===== src/rtl/dmem_pkg.sv =====
// Shared definitions for the data-memory responder: FSM state type and
// wait-state counter limits.
package dmem_pkg;
  localparam int STATE_W  = 2;
  localparam int WAIT_MAX = 15;
  localparam int CNT_W    = 4;

  typedef enum logic [STATE_W-1:0] {
    ST_IDLE = 2'd0,
    ST_WAIT = 2'd1,
    ST_RESP = 2'd2
  } state_t;
endpackage


===== src/rtl/dmem_array.sv =====
// Word storage for the data-memory responder. Byte-lane write enables,
// combinational read; deliberately no reset so contents survive one.
module dmem_array #(
  parameter int DEPTH_LOG2 = 6
) (
  input  logic                  clk,
  input  logic                  we,
  input  logic [3:0]            lane_en,
  input  logic [DEPTH_LOG2-1:0] index,
  input  logic [31:0]           din,
  output logic [31:0]           dout
);
  logic [31:0] mem [1<<DEPTH_LOG2];

  // Write only the enabled byte lanes of the addressed word.
  always_ff @(posedge clk) begin
    if (we) begin
      for (int l = 0; l < 4; l++) begin
        if (lane_en[l]) mem[index][l*8 +: 8] <= din[l*8 +: 8];
      end
    end
  end

  assign dout = mem[index];
endmodule


===== src/rtl/dmem_responder.sv =====
// Data-memory responder for the CPU MEM stage: accepts one request in IDLE,
// waits WAIT_CYCLES, performs the access on entry to RESP and holds the
// response until the CPU takes it.
// Optional feature: define DMEM_BYTE_WRITE_EN to add the req_be port and
// per-byte store masking; otherwise every store writes the full word.
module dmem_responder
  import dmem_pkg::*;
#(
  parameter int DEPTH_LOG2  = 6,
  parameter int WAIT_CYCLES = 2
) (
  input  logic        clk,
  input  logic        reset,
  input  logic        req_valid,
  input  logic        req_we,
  input  logic [31:0] req_addr,
  input  logic [31:0] req_wdata,
`ifdef DMEM_BYTE_WRITE_EN
  input  logic [3:0]  req_be,
`endif
  output logic        req_ready,
  output logic        rsp_valid,
  input  logic        rsp_ready,
  output logic [31:0] rsp_rdata,
  output logic        rsp_err,
  output logic        busy
);
  localparam bit NO_WAIT = (WAIT_CYCLES == 0);
  localparam logic [CNT_W-1:0] CNT_INIT = CNT_W'((WAIT_CYCLES > 0) ? WAIT_CYCLES - 1 : 0);

  state_t           state_q, state_d;
  logic [CNT_W-1:0] cnt_q, cnt_d;
  logic             we_q, we_d;
  logic [31:0]      addr_q, addr_d;
  logic [31:0]      wdata_q, wdata_d;
  logic [31:0]      rdata_q, rdata_d;
  logic             err_q, err_d;
  logic [3:0]       be_q, be_d;

  logic        accept, enter_resp;
  logic        acc_we, acc_err, arr_we;
  logic [31:0] acc_addr, acc_wdata, acc_hi, arr_dout;
  logic [3:0]  acc_be, req_lanes;

`ifdef DMEM_BYTE_WRITE_EN
  assign req_lanes = req_be;
`else
  assign req_lanes = 4'hF;
`endif

  assign req_ready = (state_q == ST_IDLE) && !reset;
  assign accept    = req_valid && req_ready;
  assign busy      = (state_q != ST_IDLE);
  assign rsp_valid = (state_q == ST_RESP);
  assign rsp_rdata = rdata_q;
  assign rsp_err   = err_q;

  // With no wait states the access happens on the accepting edge, so it must
  // use the live request; otherwise it uses the captured copy.
  assign acc_we    = (state_q == ST_IDLE) ? req_we    : we_q;
  assign acc_addr  = (state_q == ST_IDLE) ? req_addr  : addr_q;
  assign acc_wdata = (state_q == ST_IDLE) ? req_wdata : wdata_q;
  assign acc_be    = (state_q == ST_IDLE) ? req_lanes : be_q;

  assign acc_hi     = acc_addr >> (DEPTH_LOG2 + 2);
  assign acc_err    = (acc_addr[1:0] != 2'b00) || (acc_hi != '0);
  assign enter_resp = ((state_q == ST_IDLE) && accept && NO_WAIT) ||
                      ((state_q == ST_WAIT) && (cnt_q == '0));
  assign arr_we     = enter_resp && acc_we && !acc_err && !reset;

  dmem_array #(.DEPTH_LOG2(DEPTH_LOG2)) u_array (
    .clk    (clk),
    .we     (arr_we),
    .lane_en(acc_be),
    .index  (acc_addr[DEPTH_LOG2+1:2]),
    .din    (acc_wdata),
    .dout   (arr_dout)
  );

  // Next-state, request capture and response formation.
  always_comb begin
    state_d = state_q;
    cnt_d   = cnt_q;
    we_d    = we_q;
    addr_d  = addr_q;
    wdata_d = wdata_q;
    be_d    = be_q;
    rdata_d = rdata_q;
    err_d   = err_q;
    case (state_q)
      ST_IDLE: begin
        if (accept) begin
          we_d    = req_we;
          addr_d  = req_addr;
          wdata_d = req_wdata;
          be_d    = req_lanes;
          if (NO_WAIT) begin
            state_d = ST_RESP;
          end else begin
            state_d = ST_WAIT;
            cnt_d   = CNT_INIT;
          end
        end
      end
      ST_WAIT: begin
        if (cnt_q == '0) state_d = ST_RESP;
        else             cnt_d   = cnt_q - 1'b1;
      end
      ST_RESP: begin
        if (rsp_ready) begin
          state_d = ST_IDLE;
          rdata_d = '0;
          err_d   = 1'b0;
        end
      end
      default: state_d = ST_IDLE;
    endcase
    if (enter_resp) begin
      rdata_d = (acc_we || acc_err) ? 32'h0 : arr_dout;
      err_d   = acc_err;
    end
  end

  // State and captured-request registers; reset drops any in-flight request.
  always_ff @(posedge clk or posedge reset) begin
    if (reset) begin
      state_q <= ST_IDLE;
      cnt_q   <= '0;
      we_q    <= 1'b0;
      addr_q  <= '0;
      wdata_q <= '0;
      be_q    <= '0;
      rdata_q <= '0;
      err_q   <= 1'b0;
    end else begin
      state_q <= state_d;
      cnt_q   <= cnt_d;
      we_q    <= we_d;
      addr_q  <= addr_d;
      wdata_q <= wdata_d;
      be_q    <= be_d;
      rdata_q <= rdata_d;
      err_q   <= err_d;
    end
  end
endmodule


===== config.mk =====
export PLATFORM = sky130hd
export DESIGN_NAME = dmem_responder
export DESIGN_NICKNAME = d
export VERILOG_FILES = /design/src/rtl/dmem_pkg.sv /design/src/rtl/dmem_array.sv /design/src/rtl/dmem_responder.sv
export SDC_FILE = /design/constraint.sdc
export NUM_CORES = 2
export LEC_CHECK = 0
export ABC_CLOCK_PERIOD_IN_PS = 3580
export BUFFER_PORTS_ARGS = -buffer_cell sky130_fd_sc_hd__buf_2
export CAP_MARGIN = 10
export CORE_ASPECT_RATIO = 0.5
export CORE_UTILIZATION = 56
export CTS_CLUSTER_DIAMETER = 150
export CTS_CLUSTER_SIZE = 24
export DETAILED_ROUTE_END_ITERATION = 8
export HOLD_SLACK_MARGIN = 0.02
export PLACE_DENSITY_LB_ADDON = 0.3
export REMOVE_ABC_BUFFERS = 1
export SYNTH_ARGS = -nofsm -noshare
export SYNTH_HDL_FRONTEND = slang
export SYNTH_SLANG_ARGS = --single-unit

===== constraint.sdc =====
create_clock -name clk -period 3.58 [get_ports clk]
set_input_delay 0 -clock clk [delete_from_list [all_inputs] [get_ports clk]]
set_output_delay 0 -clock clk [all_outputs]
set_load 0.02 [all_outputs]

**After elaboration in Yosys (flattened, before gate mapping)**

Memories as Yosys holds them, arrays and structs flattened.
Cells that the tools add are included.

- Output and inout port bits: 36
- RAM bits: 2048
- Memories: 1
- Register bits after elaboration: 105

- $add $sub $neg: 1
- Equality and inequality tests: 6
- Muxes and demuxes: 30
- Reduce and logical (&&, ||, !) cells: 22

Memories:

| name | words | bits a word | read ports | clocked after Yosys merged registers in | write ports | line | text |
|---|---|---|---|---|---|---|---|
| u_array.mem | 64 | 32 | 1 | 0 | 1 | dmem_array.sv:13 | `logic [31:0] mem [1<<DEPTH_LOG2];` |

Operator list:

| kind | number |
|---|---|
| 32-bit two-way mux | 6 |
| 32-bit nonzero test | 1 |
| 1-bit two-way mux | 16 |
| 4-bit two-way mux | 3 |
| 2-bit nonzero test | 5 |
| 4-bit one-hot mux with 2 select lines | 1 |
| 1-bit logical AND | 6 |
| 2-bit two-way mux | 3 |
| 2-bit one-hot mux with 3 select lines | 1 |
| 3-bit AND reduction | 2 |
| 4-bit zero test | 1 |
| 2-bit by 1-bit != test with 1-bit output, second input constant | 2 |
| 2-bit != test, second input constant | 2 |
| 2-bit AND reduction | 2 |
| 4-bit by 1-bit subtractor with 4-bit output, second input constant | 1 |
| 2-bit by 1-bit == test with 1-bit output, second input constant | 1 |
| 2-bit == test, second input constant | 1 |
| 1-bit zero test | 2 |
| 2-bit zero test | 1 |
| 1-bit logical OR | 2 |

**Longest topological paths before layout**

- Word-level depth: 9
- Gate-level depth with buffers: 12
- Gate-level depth less buffers: 8

**By module**

Synthesis repeated with hierarchy kept, for this count alone.

- Cells, all modules: 5011
- Area total of the unflattened synthesis: 82983.3 µm²

Modules (own cells, without submodules):

| module | cells each | sequential area each (µm²) | instances | area each (µm²) |
|---|---|---|---|---|
| dmem_array | 4614 | 61499.0 | 1 | 78407.7 |
| dmem_responder | 397 | 2627.5 | 1 | 4575.6 |

**Worst setup path before layout**

No wires, ideal clock.

- Path kind: input-to-reg
- Start point: input port reset
- End point: memory u_array.mem[24][0], enable pin
- Arrival time: 4477 ps
- Data required time: 3159 ps
- Stages: 5
- Library setup time: 421 ps
- Setup slack: -1318 ps
- Cell sequence: inv_1 -> and3_1 -> clkbuf_1 -> nand3_1 -> nor2_1

- Word-level cells in the longest chain between the ends: 4

RTL lines:

| item | line | text |
|---|---|---|
| start: declaration | dmem_responder.sv:13 | `input logic reset,` |
| 1-bit zero test (no line) | - |  |
| 1-bit logical AND | dmem_responder.sv:69 | `assign arr_we = enter_resp && acc_we && !acc_err && !reset;` |
| 1-bit two-way mux | dmem_array.sv:17 | `if (we) begin` |
| 1-bit two-way mux (not written as such) | dmem_array.sv:19 | `if (lane_en[l]) mem[index][l*8 +: 8] <= din[l*8 +: 8];` |
| end: declaration | dmem_array.sv:13 |  |

No other way between the ends.

**Worst setup path after layout**

- Start point: register state_q[1]
- End point: register rdata_q[31] (netlist: rsp_rdata[31])

- Word-level cells in the longest chain between the ends: 7
- Elaborated cells on any way between the ends: 16
- Classes of those cells: eq/ne (2); mux (4); reduce/logical (9); memory (1)

RTL lines:

| item | line | text |
|---|---|---|
| start: declaration | dmem_responder.sv:31 | `state_t state_q, state_d;` |
| start signal: assignment | dmem_responder.sv:136 | `state_q <= state_d;` |
| branches (longest 7 deep; another with memory 64 x 32 bit) | - |  |
| end signal: assignment | dmem_responder.sv:142 | `rdata_q <= rdata_d;` |
| end: declaration | dmem_responder.sv:36 | `logic [31:0] rdata_q, rdata_d;` |

Several ways; the timed one is not identified.
A chain may end at the register's enable or synchronous reset.

==> results.cfg <==
[finish]
register_area_um2 = 64100
syn_to_final_growth_pct = 15.3
multi_input_area_um2 = 16600
final_cells = 7638
drive_above_1_share = 0.151
fillers = 9622
nets = 5670

[placement]
dp_cells = 7298
dpl.hpwl_um = 172000
io_buffer_count = 104
gp_congestion = 0.962

[floorplan]
ios = 105
core-area_um2 = 144000
die_h_um = 272
die-area_um2 = 147000
die_x_um = 541
rows = 98
initial_core_util = 0.567

[synthesis]
synthFlopType = edfxtp_1
netlist_area_um2 = 81400
syn_inst = 5143
synth-edff-count = 2048
synthTopCellsByArea = edfxtp_1 76%, nand2_1 3.9%, dfrtp_1 3.2%
synth_top_area_cell = edfxtp_1
synth_top_family_by_area = compound AO/OA/AOI/OAI gates
yosysTopAreaCellShare = 0.755
synth-xor-area-share = 0.000215
synth_compound_area_frac = 0.0872
async_flop_share = 0.0488
yosys_warnings = 0
synth_area_per_cell_um2 = 15.8
synth_seq_cells = 2153
synth_cell_types = 76
ys_seq_area_frac = 0.788
synthAdderAreaFrac = 0.000154
muxShareOfSynthArea = 0.0295
netlist_top_cells_count = 2048 x edfxtp_1, 848 x nand2_1, 363 x o22ai_1
yosysMostFrequentCell = edfxtp_1
synth-simple-area-share = 0.0771

[global_routing]
grt_max_degree = 65
grt_pass1_wl_um = 393000
grtUsageTotal = 0.386
first_global_vias = 51900
antenna_found_initial = 13
gr-total-overflow = 0

[sta]
fin_crit_sh = 1.01
finalCriticalPeriod_ns = 3.61
finalHoldViolations = 0
fin_skew_ns = 0.0269
drv_slew = 0
layout_setup_ws_ns = -0.0287
setup_viol = 1
rsz0062_at_grt = false
worst_hold_slack_ns = 0.0462
fmax_mhz = 277
maxSlewHeadroom = 0.229
tightest_slew_ns = 1.15
tns_ns = -0.0287

[detailed_routing]
wl_um = 286000
vias = 54700
drcViolationCount = 0
first_iter_violations = 10900
viasPerCell = 7.16
drtAntennaViolNets = 0
wl_per_cell_um = 37.5
dr.pass1.iters = 7

[pwr]
leakagePower_nw = 30.9
ir_worst_vdd_uv = 838
powerDensity_nw_per_um2 = 796

[setup_path]
cp_max_fo = 44
regToRegSetupSlack_ns = -0.03
worstSetupStartpointType = flop
r2r_cells = 8
worst-setup-path-type = flop to flop
r2r_start = state_q[1]
worstPathRequired_ns = 4.29
crit_path_end_kind = flop
r2r-end = rsp_rdata[31]
cp.arrival_ns = 4.32

[run_status]
violations = setup timing
status = finished, violations left

[hold_path]
hp-class = primary input to flop
holdCritStartpoint = req_wdata[12]
whs_endpoint = wdata_q[12]
min_path_cells = 3

[clocking]
insertion_delay_ns = 0.78
cts_tree = done
cts_made_buffers = 99
clockBufferDepth = 3
root_buffer = clkbuf_16
clock-sinks = 2153
clkTransAtPathRegs_ns = 0.10
htree_levels = 3

[flow_run]
cap_violations = 0
[state kept, by name, summed over array words and instances (netlist names)]
register,cells
addr_q,32
wdata_q,32
cnt_q,4
rsp_err,1
be_q,1
rsp_rdata,32
we_q,1
u_array.mem,2048
state_q,2
[critical path: stages, from the launching register on]
cell       delay, ns
dfrtp_1         0.43
buf_4           0.19
o21a_1          0.28
a22oi_2         0.59
buf_12          0.40
o22ai_1         0.13
or4_1           0.59
a2111oi_1       0.65
a32o_1          0.27
[routing by layer]
layer | track usage | up-vias | routed length (um) | share of wire
met2 | 0.553 | 5396 | 120000 | 0.42
met5 | 0 | - | 42 | 0.00015
met1 | 0.524 | 27000 | 96300 | 0.34
met4 | 0.195 | 6 | 17300 | 0.060
met3 | 0.141 | 1029 | 52300 | 0.18
li1 | - | 21200 | - | -
[power by group]
part | total, mW | internal (mW) | switching [mW]
clock | 13.1 | 5.39 | 7.67
combinational | 28.5 | 8.06 | 20.4
sequential | 33.2 | 32.9 | 0.295
total | 74.8 | 46.3 | 28.4
[worst max path at each step]
stage	start	endpoint	slack, ns
floorplan	state_q[1]	rsp_rdata[31]	-10.07
global placement	state_q[1]	rsp_rdata[8]	-0.13
detailed placement	state_q[1]	rsp_rdata[8]	-0.36
CTS	state_q[1]	rsp_rdata[16]	0.03
global route	state_q[1]	rsp_rdata[31]	0.006
finish	state_q[1]	rsp_rdata[31]	-0.03
[cell usage in the layout, fill, tap and decap left out, drive strengths merged, types with 40 or more instances in the layout]
| master | count |
|---|---|
| edfxtp | 2048 |
| nand2 | 849 |
| buf | 527 |
| o22ai | 363 |
| nand3 | 221 |
| clkbuf | 176 |
| mux2i | 160 |
| dlygate4sd3 | 150 |
| nor2 | 143 |
| dfrtp | 105 |
| mux2 | 71 |
| a21oi | 71 |
| a31oi | 70 |
| a32oi | 69 |
| o31ai | 67 |
| a32o | 63 |
| nor3 | 63 |
| and3 | 52 |
| nor4 | 40 |
[cell families (layout without fill, tap and decap cells)]
logic type	count (synthesis)	after routing
AOI/OAI and AO/OA	984	984
xor gates and xnor gates	2	2
adders and majority gates	1	1
buffers and inverters	327	864
DFF	2153	2153
muxes	231	231
other	0	8
and+or+nand+nor	1445	1445
[area by class of cell]
type,instances,area share
sequential,2153,0.683
multi-input combinational,2663,0.177
timing repair buffer,677,0.0831
clock buffer,176,0.0299
tap,1950,0.0260
clock inverter,5,0.000746
inverter,6,0.000293
antenna,8,0.000213
[timing repair]
item,in CTS,in global routing
setup endpoints to repair,3,4
hold buffers,150,0
endpoints found under the hold margin,474,0
pin swaps,0,2
gates resized for setup,4,5
setup buffers,0,0
gates cloned,0,0
[per-stage QoR]
| step | cell area, um2 | worst slack, ns | utilization | total power [mW] |
|---|---|---|---|---|
| after floorplan | 80000 | -10.07 | - | 46.0 |
| after CTS | 93800 | 0.0331 | 0.654 | 73.5 |
| final | 93900 | -0.0287 | 0.654 | 74.8 |
| after global routing | 93900 | 0.00553 | 0.654 | 76.3 |
| after detailed placement | 89400 | -0.360 | 0.623 | 60.7 |
| after global placement | 89400 | -0.134 | 0.623 | 59.8 |
Note: power is estimated with default switching activity, not from simulation.
